--- src/rtl/div_pkg.sv ---
// Shared constants for the EX-stage divider: FSM state encoding and result-valid levels.
package div_pkg;

    localparam logic [1:0] DIV_IDLE   = 2'b00;
    localparam logic [1:0] DIV_BYZERO = 2'b01;
    localparam logic [1:0] DIV_ON     = 2'b10;
    localparam logic [1:0] DIV_END    = 2'b11;

    localparam logic DIV_RESULT_READY     = 1'b1;
    localparam logic DIV_RESULT_NOT_READY = 1'b0;

endpackage

--- src/rtl/div_step.sv ---
// One restoring shift-subtract iteration on the {remainder, dividend/quotient} register.
module div_step #(
    parameter int unsigned DATA_W = 32
) (
    input  logic [2*DATA_W:0]   partial,
    input  logic [DATA_W-1:0]   divisor,
    output logic [2*DATA_W:0]   step_c
);

    // Partial remainder with the next dividend bit appended, minus the divisor; MSB is the borrow.
    logic [DATA_W+1:0] diff;
    logic              unused_diff_msb;

    assign diff = {1'b0, partial[2*DATA_W:DATA_W]} - {2'b00, divisor};

    // A successful subtract always leaves diff below the divisor, so diff[DATA_W] is zero.
    assign unused_diff_msb = diff[DATA_W];

    always_comb begin
        if (diff[DATA_W+1]) begin
            step_c = {partial[2*DATA_W-1:0], 1'b0};
        end else begin
            step_c = {diff[DATA_W-1:0], partial[DATA_W-1:0], 1'b1};
        end
    end

endmodule

--- src/rtl/div_unit.sv ---
// Multi-cycle restoring divider for EX, one quotient bit per clock; result = {remainder, quotient}.
// DIV_SIGNED_EN enables signed division via signed_i; otherwise every division is unsigned.
module div_unit
    import div_pkg::*;
#(
    parameter int unsigned DATA_W = 32,
    parameter int unsigned CNT_W  = $clog2(DATA_W) + 1
) (
    input  logic                clk,
    input  logic                rst,
    input  logic                start_i,
    input  logic                annul_i,
    input  logic                signed_i,
    input  logic [DATA_W-1:0]   opdata1_i,
    input  logic [DATA_W-1:0]   opdata2_i,
    output logic [2*DATA_W-1:0] result_o,
    output logic                ready_o,
    output logic                busy_o
);

    localparam int unsigned REG_W = 2 * DATA_W + 1;

    logic [1:0]          state, state_nxt;
    logic [CNT_W-1:0]    cnt, cnt_nxt;
    logic [REG_W-1:0]    part, part_nxt, step_c;
    logic [DATA_W-1:0]   dvsr, dvsr_nxt;
    logic [2*DATA_W-1:0] result_nxt;
    logic                ready_nxt;
    logic [DATA_W-1:0]   dividend_abs, divisor_abs;
    logic [DATA_W-1:0]   quot, rem, quot_fix, rem_fix;

    assign quot = part[DATA_W-1:0];
    assign rem  = part[REG_W-1:DATA_W+1];

`ifdef DIV_SIGNED_EN
    logic neg_a, neg_b;
    logic neg_q, neg_q_nxt, neg_r, neg_r_nxt;

    // Magnitudes in; the most-negative value maps onto its own unsigned magnitude.
    assign neg_a        = signed_i & opdata1_i[DATA_W-1];
    assign neg_b        = signed_i & opdata2_i[DATA_W-1];
    assign dividend_abs = neg_a ? (~opdata1_i + DATA_W'(1)) : opdata1_i;
    assign divisor_abs  = neg_b ? (~opdata2_i + DATA_W'(1)) : opdata2_i;

    // Quotient negated on sign mismatch, remainder follows the dividend; MIN/-1 wraps naturally.
    assign quot_fix = neg_q ? (~quot + DATA_W'(1)) : quot;
    assign rem_fix  = neg_r ? (~rem + DATA_W'(1)) : rem;
`else
    logic unused_signed;

    assign unused_signed = signed_i;
    assign dividend_abs  = opdata1_i;
    assign divisor_abs   = opdata2_i;
    assign quot_fix      = quot;
    assign rem_fix       = rem;
`endif

    div_step #(
        .DATA_W (DATA_W)
    ) u_step (
        .partial (part),
        .divisor (dvsr),
        .step_c  (step_c)
    );

    assign busy_o = start_i & ~ready_o & ~annul_i;

    // State and datapath registers.
    always_ff @(posedge clk or negedge rst) begin
        if (!rst) begin
            state    <= DIV_IDLE;
            cnt      <= '0;
            part     <= '0;
            dvsr     <= '0;
            result_o <= '0;
            ready_o  <= DIV_RESULT_NOT_READY;
`ifdef DIV_SIGNED_EN
            neg_q    <= 1'b0;
            neg_r    <= 1'b0;
`endif
        end else begin
            state    <= state_nxt;
            cnt      <= cnt_nxt;
            part     <= part_nxt;
            dvsr     <= dvsr_nxt;
            result_o <= result_nxt;
            ready_o  <= ready_nxt;
`ifdef DIV_SIGNED_EN
            neg_q    <= neg_q_nxt;
            neg_r    <= neg_r_nxt;
`endif
        end
    end

    // Next-state and next-output logic; annul_i wins over every other transition.
    always_comb begin
        state_nxt  = state;
        cnt_nxt    = cnt;
        part_nxt   = part;
        dvsr_nxt   = dvsr;
        result_nxt = result_o;
        ready_nxt  = ready_o;
`ifdef DIV_SIGNED_EN
        neg_q_nxt  = neg_q;
        neg_r_nxt  = neg_r;
`endif

        case (state)
            DIV_IDLE: begin
                if (start_i && !annul_i) begin
                    if (opdata2_i == '0) begin
                        state_nxt = DIV_BYZERO;
                    end else begin
                        state_nxt = DIV_ON;
                        cnt_nxt   = '0;
                        part_nxt  = {{DATA_W{1'b0}}, dividend_abs, 1'b0};
                        dvsr_nxt  = divisor_abs;
`ifdef DIV_SIGNED_EN
                        neg_q_nxt = neg_a ^ neg_b;
                        neg_r_nxt = neg_a;
`endif
                    end
                end
            end

            DIV_BYZERO: begin
                if (annul_i) begin
                    state_nxt = DIV_IDLE;
                end else begin
                    state_nxt  = DIV_END;
                    result_nxt = '0;
                    ready_nxt  = DIV_RESULT_READY;
                end
            end

            DIV_ON: begin
                if (annul_i) begin
                    state_nxt = DIV_IDLE;
                end else if (cnt != CNT_W'(DATA_W)) begin
                    part_nxt = step_c;
                    cnt_nxt  = cnt + CNT_W'(1);
                end else begin
                    state_nxt  = DIV_END;
                    result_nxt = {rem_fix, quot_fix};
                    ready_nxt  = DIV_RESULT_READY;
                end
            end

            default: begin
                if (!start_i) begin
                    state_nxt  = DIV_IDLE;
                    result_nxt = '0;
                    ready_nxt  = DIV_RESULT_NOT_READY;
                end
            end
        endcase
    end

endmodule

--- config.mk ---
export PLATFORM = sky130hd
export DESIGN_NAME = div_unit
export DESIGN_NICKNAME = d
export VERILOG_FILES = /design/src/rtl/div_pkg.sv /design/src/rtl/div_step.sv /design/src/rtl/div_unit.sv
export SDC_FILE = /design/constraint.sdc
export NUM_CORES = 1
export LEC_CHECK = 0
export CAP_MARGIN = 5
export CORE_ASPECT_RATIO = 2
export CORE_MARGIN = 2
export CORE_UTILIZATION = 50
export CTS_CLUSTER_DIAMETER = 100
export DETAILED_ROUTE_END_ITERATION = 10
export GPL_TIMING_DRIVEN = 0
export PLACE_DENSITY = 0.78
export SETUP_SLACK_MARGIN = 0.15
export SLEW_MARGIN = 0
export SYNTH_ARGS = -nofsm -noshare
export SYNTH_HDL_FRONTEND = slang
export SYNTH_SLANG_ARGS = --single-unit
--- constraint.sdc ---
create_clock -name clk -period 3.25 [get_ports clk]
set_clock_uncertainty 0.15 [all_clocks]
set_input_delay 0.65 -clock clk [delete_from_list [all_inputs] [get_ports clk]]
set_output_delay 0.65 -clock clk [all_outputs]
set_load 0.005 [all_outputs]
==> results of run 1 <==
-- critical path, stage by stage, from the launching register on --
cell and delay [ns]:
dfrtp_2 0.44, ha_4 0.26, a21o_1 0.20, a21o_1 0.19, a21o_1 0.20, a221o_1 0.35
a211o_4 0.36, or2_1 0.25, buf_6 0.15, clkbuf_16 0.17, a311oi_1 0.22, a21oi_1 0.06
-- Yosys cell counts, drive strengths merged, types with 7 or more instances --
cell    instances
nor2           65
a21o            8
a31oi          38
mux2i          24
mux2           33
buf             8
inv            43
nand2b         34
dfrtp         170
a21oi          30
nand2         191
nand3          14
clkbuf         41
o21ai         119
or3             7
xor2           11
nor4            9
ha             38
xnor2          12
-- layer usage --
layer / GRT usage / up-vias / share of wire
li1: - / 3694 / -
met1: 0.256 / 3658 / 0.36
met2: 0.469 / 199 / 0.56
met3: 0.0412 / 51 / 0.034
met4: 0.118 / 0 / 0.048
met5: 0 / - / 0
-- state kept, by name, summed over array words and instances, names as in the netlist --
register / cells
part: 65
cnt: 6
dvsr: 32
ready_o: 1
state: 2
result_o: 64
-- cells by family (layout without fill, tap and decap cells) --
group | after synthesis | count (layout) | synth area share
multiplexers | 57 | 57 | 0.0681
AO/OA/AOI/OAI | 239 | 239 | 0.168
AND/OR/NAND/NOR | 344 | 344 | 0.168
buffers and inverters | 92 | 275 | 0.0448
flip-flops | 170 | 170 | 0.474
adder cells (fa/ha/maj) | 39 | 39 | 0.0552
XOR/XNOR | 23 | 23 | 0.0224
-- power by group through the flow --
stage / clock (W) / combinational (W) / sequential (W)
floorplan: 0 / 0.00422 / 0.00344
global placement: 0 / 0.00582 / 0.00354
detailed placement: 0 / 0.00597 / 0.00358
CTS: 0.00214 / 0.00624 / 0.00355
global route: 0.00222 / 0.00716 / 0.00368
finish: 0.00211 / 0.00650 / 0.00356
-- worst paths after layout --
path | start | endpoint | cells past startpoint
worst max register to register | part[58]$_DFFE_PN0P_ | part[42]$_DFFE_PN0P_ | 11
worst min register to register | result_o[24]$_DFFE_PN0P_ | result_o[24]$_DFFE_PN0P_ | 2
worst max-delay path | part[58]$_DFFE_PN0P_ | part[42]$_DFFE_PN0P_ | 11
min in group clk | result_o[24]$_DFFE_PN0P_ | result_o[24]$_DFFE_PN0P_ | 2
max in group asynchronous | rst | result_o[54]$_DFFE_PN0P_ | 2
worst min-delay path | rst | dvsr[4]$_DFFE_PN0P_ | 1
-- repair_timing --
action                                  in CTS  in global routing
cloned                                       0                  1
setup buffers                               11                  7
endpoints found under the setup margin      85                 47
hold buffers                                 0                  0
resized for setup                           28                 20
pin swaps                                   11                  7
-- stage by stage --
stage	cells	worst slack, ns	cell area, µm²	total power (W)
after floorplan	964	0.284	8980	0.00766
after global placement	1310	-5.48	10600	0.00937
after detailed placement	1311	-0.670	10600	0.00954
after CTS	1352	0.151	11400	0.0119
after global routing	1360	0.00576	11600	0.0131
final	1360	0.127	11600	0.0122
-- cell usage in the layout, fill, tap and decap left out, drive strengths merged, types with 2 or more instances in the layout --
cell | Yosys | layout
a22o | 2 | 2
a211oi | 4 | 4
xnor2 | 12 | 12
and2 | 2 | 2
nor4 | 9 | 9
and4 | 2 | 2
or2 | 3 | 3
o2111ai | 2 | 2
o21ai | 119 | 119
nand2b | 34 | 34
nand2 | 191 | 191
a21boi | 2 | 2
a221oi | 2 | 2
mux2 | 33 | 33
or3 | 7 | 7
buf | 8 | 29
a211o | 2 | 2
mux2i | 24 | 24
clkbuf | 41 | 59
nor2b | 3 | 3
dfrtp | 170 | 170
clkdlybuf4s50 | 0 | 132
nand3 | 14 | 14
bufinv | 0 | 4
inv | 43 | 44
nand4 | 5 | 5
clkinv | 0 | 6
o31ai | 2 | 2
nor2 | 65 | 65
o31a | 2 | 2
o211ai | 6 | 6
a31oi | 38 | 38
a21o | 8 | 8
o21a | 6 | 6
a21oi | 30 | 30
a221o | 2 | 2
nor3 | 4 | 4
xor2 | 11 | 11
ha | 38 | 38
-- layout make-up --
cell class | instances | share of cell area
multi-input combinational | 702 | 0.390
clock buffer | 19 | 0.0374
clock inverter | 12 | 0.0150
tap | 213 | 0.0230
buffer | 48 | 0.0216
sequential | 170 | 0.368
inverter | 43 | 0.0139
timing repair buffer | 153 | 0.132
==> impl_metrics.yaml, run 1 <==
layout:
  syn_to_final_growth_pct: 28.9
  multi_input_area_um2: 4510
  nNetsFinal: 1243
  final_layout_size_suffix_gt1_frac: 0.122
  diodes: 0
  seq_area_um2: 4260
  post-route-util: 0.654
  fillCellCount: 1399
placement:
  routabilityCongestion: 0.876
  port_buffers: 133
  dpl.hpwl_um: 17200
sta:
  fin_crit_sh: 0.961
  rsz0062_at_grt: "yes"
  relSlewSlack: 0.565
  timing_hold_violations_final: 0
  setup_violations: 0
  fmax_mhz: 320
  holdWs_ns: 0.0442
  fin_crit_ns: 3.12
  worst_slew_pin_slew_ns: 0.653
  drv_slew: 0
  fin_setup_tns_ns: 0
clock_network:
  cts-root-buf: "clkbuf_16"
  numCtsBuffers: 17
  clock_sinks: 170
  cts.path.max_buffers: 2
  clkSlewWorstSetupHoldPaths_ns: 0.06
  htreeDepth: 4
  tritoncts: "done"
  clkLatencyLatePin_ns: 0.43
floorplan:
  io_pins: 135
  die_w_um: 98.8
  dieHeight_um: 194
  rows: 69
  start_util: 0.508
  die_area_um2: 19100
  core_um2: 17700
drt:
  vias_per_cell: 5.59
  drc: 0
  wire_per_inst_um: 17.2
  first_iter_violations: 295
  num_vias: 7602
  firstDrtPassIters: 4
  wirelength_um: 23400
  ant_nets: 0
global_route:
  antenna_found_initial: 0
  grt_pass1_wl_um: 37800
  overflow: 0
  grtUsageTotal: 0.248
  grt_pass1_vias: 7791
  grt_max_degree: 98
synth:
  yosysSeqAreaShare: 0.474
  syn_avg_cell_area_um2: 9.32
  ys_types: 66
  syn_area_um2: 8980
  yosys-top-cells-area: "dfrtp_1 47%, nand2_1 8.0%, o21ai_0 5.5%, ha_1 5.3%, mux2_2 4.1%"
  ys.warnings.count: 0
  yosys_most_used_dff: "dfrtp_1"
  synthCells: 964
  synth_nets: 1072
  synth.largest_area_cell: "dfrtp_1"
  synthArstFlopShare: 1.00
  synth.top_cell.area_share: 0.474
  synth-edff-count: 0
  ys_seq_elements: 170
power_and_ir_drop:
  ir_worst_vdd_v: 0.000550
  p_leak_nw: 5.07
  p_switching_w: 0.00494
  p_per_area_nw_per_um2: 1050
  power_frac_clock: 0.173
  sw_frac_of_total: 0.406
  pwr-share-seq: 0.293
  internal_power_w: 0.00722
  pwr-share-comb: 0.534
worst_setup_path:
  cp.arrival_ns: 3.27
  end_kind: "flip-flop"
  critPathKind: "reg -> reg"
  start_kind: "flip-flop"
  rrSetupSlack_ns: 0.13
  path_max_fanout: 7
  crit_required_ns: 3.40
worst_hold_path:
  hold_path_class: "in -> async"
outcome:
  status: "finished clean"
job:
  maxCapViolCount: 0
Power figures use the tool's default switching activity.
==> run 2, diff against run 1 <==
==> constraint.sdc (replaced) <==
create_clock -name clk -period 3.25 [get_ports clk]
set_clock_uncertainty 0.15 [all_clocks]
set_input_delay 0.4875 -clock clk [delete_from_list [all_inputs] [get_ports clk]]
set_output_delay 0.4875 -clock clk [all_outputs]
set_load 0.005 [all_outputs]
==> run 2 against run 1 <==
  * Wire length grew 0.25%
  * Cell count increased by 0.15%
  * Hold slack improved by 0.28 ns
  * Power rose by 1.3%
  * Global-route usage is 0.22 points lower
  * Largest power group unchanged
  * Highest routed layer unchanged
==> impl_metrics.yaml, run 2 (synthesis gave the netlist of run 1 again) <==
worst_setup_path:
  critPathKind: "reg -> reg"
  crit_top_cell: "o31a_1"
  path_delay_family: "compound AO/OA/AOI/OAI gates"
  end_kind: "flip-flop"
  crit_required_ns: 3.40
  cp.arrival_ns: 3.28
  cp_num_buf_inv: 2
  reg2reg_depth: 13
  rr_startpoint: "part[32]$_DFFE_PN0P_"
  start_kind: "flip-flop"
  slowest_stage: "fa_1"
  r2r-end: "part[51]$_DFFE_PN0P_"
  path_max_fanout: 4
  rrSetupSlack_ns: 0.12
  slowest_delay_ns: 0.40
  path_cells: "inv_1 > ha_2 > fa_1 > nor2b_1 > o31a_1 > buf_4 > o21ai_0 > o31a_1 > o211ai_1 > a21oi_1 > xnor2_1 > mux2i_1 > o21ai_1"
placement:
  place_ws_ns: -0.508
  routabilityCongestion: 0.876
  port_buffers: 133
  dpl.hpwl_um: 17200
clock_network:
  cts.path.max_buffers: 2
  clkSlewWorstSetupHoldPaths_ns: 0.07
  cts-root-buf: "clkbuf_16"
  tritoncts: "done"
  numCtsBuffers: 17
  clock_sinks: 170
  htreeDepth: 4
  clkLatencyLatePin_ns: 0.43
layout:
  fillCellCount: 1383
  largestRegisters: "part: 65 flops, result_o: 64 flops, dvsr: 32 flops"
  syn_to_final_growth_pct: 29.9
  diodes: 0
  top_register: "part"
  largest_reg_flops: 65
  multi_input_area_um2: 4600
  layout_commonest_cell: "nand2_1"
  mostFrequentLayoutCells: "191 x nand2_1, 162 x dfrtp_1, 132 x clkdlybuf4s50_1"
  final_layout_size_suffix_gt1_frac: 0.132
  seq_area_um2: 4260
  nNetsFinal: 1245
drt:
  vias_per_cell: 5.56
  firstDrtPassIters: 5
  num_vias: 7574
  wire_per_inst_um: 17.2
  ant_nets: 0
  first_iter_violations: 290
  wirelength_um: 23400
  drc: 0
sta:
  rsz0062_at_grt: "yes"
  worst_slew_pin_slew_ns: 0.643
  fin_ws_ns: 0.117
  timing_hold_violations_final: 0
  fin_crit_sh: 0.964
  holdWs_ns: 0.326
  fmax_mhz: 319
  setup_violations: 0
  drv_slew: 0
  fin_crit_ns: 3.13
  relSlewSlack: 0.571
global_route:
  grtUsageTotal: 0.245
  overflow: 0
  grt_pass1_vias: 7754
  grt_max_degree: 98
  antenna_found_initial: 0
  grt_pass1_wl_um: 37600
power_and_ir_drop:
  ir_worst_vdd_v: 0.000488
  p_total_w: 0.0123
  p_per_area_nw_per_um2: 1060
  p_leak_nw: 5.06
outcome:
  status: "finished clean"
floorplan:
  core_um2: 17700
  start_util: 0.508
  die_w_um: 98.8
  die_area_um2: 19100
  rows: 69
  io_pins: 135
  dieHeight_um: 194
worst_hold_path:
  hold_path_class: "reg -> reg"
  hold_start: "result_o[24]$_DFFE_PN0P_"
  hold_end: "result_o[24]$_DFFE_PN0P_"
  worst_hold_path.num_cells: 2
job:
  maxCapViolCount: 0
## run 2: through the flow
stage	instances	setup TNS [ns]	util	instance area, µm²
floorplan	964	0	-	8980
global placement	1310	-926.52	0.598	10600
detailed placement	1311	-24.79	0.600	10600
CTS	1348	0	0.644	11400
global route	1362	0	0.659	11700
finish	1362	0	0.659	11700
## run 2: worst min-delay path, stage by stage (launching register included)
cell and delay, ns:
dfrtp_1 0.34, nand2_1 0.04, o21ai_0 0.06
## run 2: cell type report
cell class / count / share of cell area
Buffer: 49 / 0.0218
Clock buffer: 19 / 0.0371
Clock inverter: 12 / 0.0149
Inverter: 43 / 0.0138
Multi-Input combinational cell: 702 / 0.394
Sequential cell: 170 / 0.365
Tap cell: 213 / 0.0228
Timing Repair Buffer: 154 / 0.130
## run 2: metal layers
layer  routed length (µm)  track usage  vias to the layer above
met4                  981        0.112                        0
met3                  835       0.0415                       58
met2                13100        0.466                      198
met1                 8480        0.254                     3624
li1                     -            -                     3694
met5                    0            0                        -
## run 2: worst max-delay path by stage
stage / startpoint / end / slack (ns) / cells after the start
6_report: part[32]$_DFFE_PN0P_ / part[51]$_DFFE_PN0P_ / 0.12 / 13
5_1_grt: part[32]$_DFFE_PN0P_ / part[63]$_DFFE_PN0P_ / 0.03 / 13
4_1_cts: part[32]$_DFFE_PN0P_ / part[63]$_DFFE_PN0P_ / 0.09 / 12
3_5_place_dp: opdata2_i[0] / dvsr[26]$_DFFE_PN0P_ / -0.51 / 8
3_3_place_gp: rst / result_o[6]$_DFFE_PN0P_ / -5.32 / 1
2_1_floorplan: part[36]$_DFFE_PN0P_ / part[42]$_DFFE_PN0P_ / 0.28 / 12
## run 2: timing repair
item	CTS	global route
resized for setup	26	40
setup endpoints to repair	83	44
hold buffers	1	0
pin swaps	9	15
setup buffers	5	14
endpoints found under the hold margin	73	0
## run 2: report_power, final
group | total (W) | switching (W) | leakage (nW) | internal (W)
registers | 0.00358 | 0.000603 | 2.15 | 0.00298
logic | 0.00663 | 0.00357 | 2.62 | 0.00306
clock network | 0.00211 | 0.000829 | 0.297 | 0.00128
total | 0.0123 | 0.00500 | 5.06 | 0.00732
==> run 3, diff against run 2 <==
==> constraint.sdc (replaced) <==
create_clock -name clk -period 3.25 [get_ports clk]
set_clock_uncertainty 0.15 [all_clocks]
set_input_delay 0.4875 -clock clk [delete_from_list [all_inputs] [get_ports clk]]
set_output_delay 0.4875 -clock clk [all_outputs]
set_load 0.1 [all_outputs]
==> run 3 against run 2 <==
  * Via count is essentially flat
  * First-iteration DRC count is 0.69% higher
  * Core utilization hardly changed
  * Flip-flop and latch count stayed put
  * Global-route usage stayed put
  * Clock-buffer cell count is the same
  * Register-to-register slack hardly changed
  * Power is 16% higher
  * Sequential share of layout area is essentially flat
  * Cell area about the same
  * Hold slack about the same
  * Critical path depth is the same
==> impl_metrics.yaml, run 3 (synthesis gave the netlist of run 1 again) <==
worst_setup_path:
  path_max_fanout: 4
  slowest_delay_ns: 0.40
  cp_num_buf_inv: 2
  crit_top_cell: "o31a_1"
  path_cells: "inv_1 > ha_2 > fa_1 > nor2b_1 > o31a_1 > buf_4 > o21ai_0 > o31a_1 > o211ai_1 > a21oi_1 > xnor2_1 > mux2i_1 > o21ai_1"
  slowest_stage: "fa_1"
  path_delay_family: "compound AO/OA/AOI/OAI gates"
  critPathKind: "reg -> reg"
  cp.arrival_ns: 3.28
  crit_required_ns: 3.40
  end_kind: "flip-flop"
  start_kind: "flip-flop"
layout:
  largestRegisters: "part: 65 flops, result_o: 64 flops, dvsr: 32 flops"
  nNetsFinal: 1245
  fillCellCount: 1384
  final_layout_size_suffix_gt1_frac: 0.132
  seq_area_um2: 4260
  final_cell_area_um2: 11700
  mostFrequentLayoutCells: "191 x nand2_1, 162 x dfrtp_1, 131 x clkdlybuf4s50_1"
  multi_input_area_um2: 4600
  syn_to_final_growth_pct: 29.9
  largest_reg_flops: 65
  layout_commonest_cell: "nand2_1"
  diodes: 0
  top_register: "part"
  finalNonFillerCells: 1362
sta:
  holdWs_ns: 0.326
  timing_hold_violations_final: 0
  drv_slew: 0
  fin_setup_tns_ns: 0
  rsz0062_at_grt: "yes"
  fin_crit_sh: 0.964
  worst_slew_pin_slew_ns: 1.05
  relSlewSlack: 0.296
  setup_violations: 0
  fin_crit_ns: 3.13
  fmax_mhz: 319
clock_network:
  cts.path.max_buffers: 2
  clkSlewWorstSetupHoldPaths_ns: 0.07
  cts-root-buf: "clkbuf_16"
  htreeDepth: 4
  numCtsBuffers: 17
  clkLatencyLatePin_ns: 0.43
  tritoncts: "done"
  clock_sinks: 170
placement:
  dp.cells: 1311
  port_buffers: 133
  dpl.hpwl_um: 17200
  place_area_um2: 10600
  routabilityCongestion: 0.876
floorplan:
  rows: 69
  dieHeight_um: 194
  core_um2: 17700
  start_util: 0.508
  die_w_um: 98.8
  io_pins: 135
  die_area_um2: 19100
drt:
  num_vias: 7576
  vias_per_cell: 5.56
  firstDrtPassIters: 5
  drc: 0
  wire_per_inst_um: 17.2
  wirelength_um: 23400
  first_iter_violations: 292
  ant_nets: 0
power_and_ir_drop:
  pwr-share-comb: 0.601
  p_switching_w: 0.00693
  p_leak_nw: 5.06
  p_total_w: 0.0142
  ir_worst_vdd_v: 0.000494
  sw_frac_of_total: 0.487
  p_per_area_nw_per_um2: 1220
  internal_power_w: 0.00731
  pwr-share-seq: 0.251
  power_frac_clock: 0.148
global_route:
  grt_pass1_vias: 7754
  grt_max_degree: 98
  antenna_found_initial: 0
  grt_pass1_wl_um: 37600
  grtUsageTotal: 0.245
  overflow: 0
outcome:
  status: "finished clean"
worst_hold_path:
  hold_path_class: "reg -> reg"
job:
  maxCapViolCount: 0
run 3: cell count changes in the layout (fill, tap and decap cells not counted), sizes merged:
cell | previous run | this run
clkdlybuf4s50 | 132 | 131
dlygate4sd2 | 0 | 1
run 3: path summary, 6_finish.rpt:
check,startpoint,to,slack (ns),depth (start not counted)
max,part[32]$_DFFE_PN0P_,part[51]$_DFFE_PN0P_,0.12,13
min,result_o[24]$_DFFE_PN0P_,result_o[24]$_DFFE_PN0P_,0.33,2
max reg2reg,part[32]$_DFFE_PN0P_,part[51]$_DFFE_PN0P_,0.12,13
min reg2reg,result_o[24]$_DFFE_PN0P_,result_o[24]$_DFFE_PN0P_,0.33,2
max in group asynchronous,rst,result_o[57]$_DFFE_PN0P_,1.60,3
min in group asynchronous,rst,dvsr[5]$_DFFE_PN0P_,0.50,2
run 3: what timing repair did:
action,CTS,global route
hold buffers,1,0
hold endpoints to repair,73,0
gates resized for setup,27,40
endpoints found under the setup margin,84,44
buffers inserted,5,14
pin swaps,9,15
run 3: area by class of cell:
class,instances,share of cell area
buffer,49,0.0218
tap,213,0.0228
clock buffer,19,0.0371
multi-input combinational,702,0.394
sequential,170,0.365
inverter,43,0.0138
clock inverter,12,0.0149
timing repair buffer,154,0.130
run 3: routing by layer:
metal	GRT usage	wire length, µm	share of wire
met1	0.254	8450	0.36
met2	0.466	13100	0.56
met3	0.0415	860	0.037
met4	0.112	981	0.042
met5	0	0	0
run 3: power groups by stage:
stage               Clock [W]  Combinational [W]  Sequential [W]
floorplan                   0            0.00424         0.00532
global placement            0            0.00776         0.00354
detailed placement          0            0.00790         0.00358
CTS                   0.00214            0.00816         0.00355
global route          0.00222            0.00922         0.00370
finish                0.00211            0.00856         0.00358
run 3: worst min-delay path: stages (launching register included):
cell and delay (ns):
dfrtp_1 0.34, nand2_1 0.04, o21ai_0 0.06
run 3: stage by stage:
stage | worst slack, ns | util
6_report | 0.118 | 0.659
5_1_grt | 0.0324 | 0.659
4_1_cts | 0.0888 | 0.644
3_5_place_dp | -0.508 | 0.600
3_3_place_gp | -5.32 | 0.598
2_1_floorplan | 0.284 | -
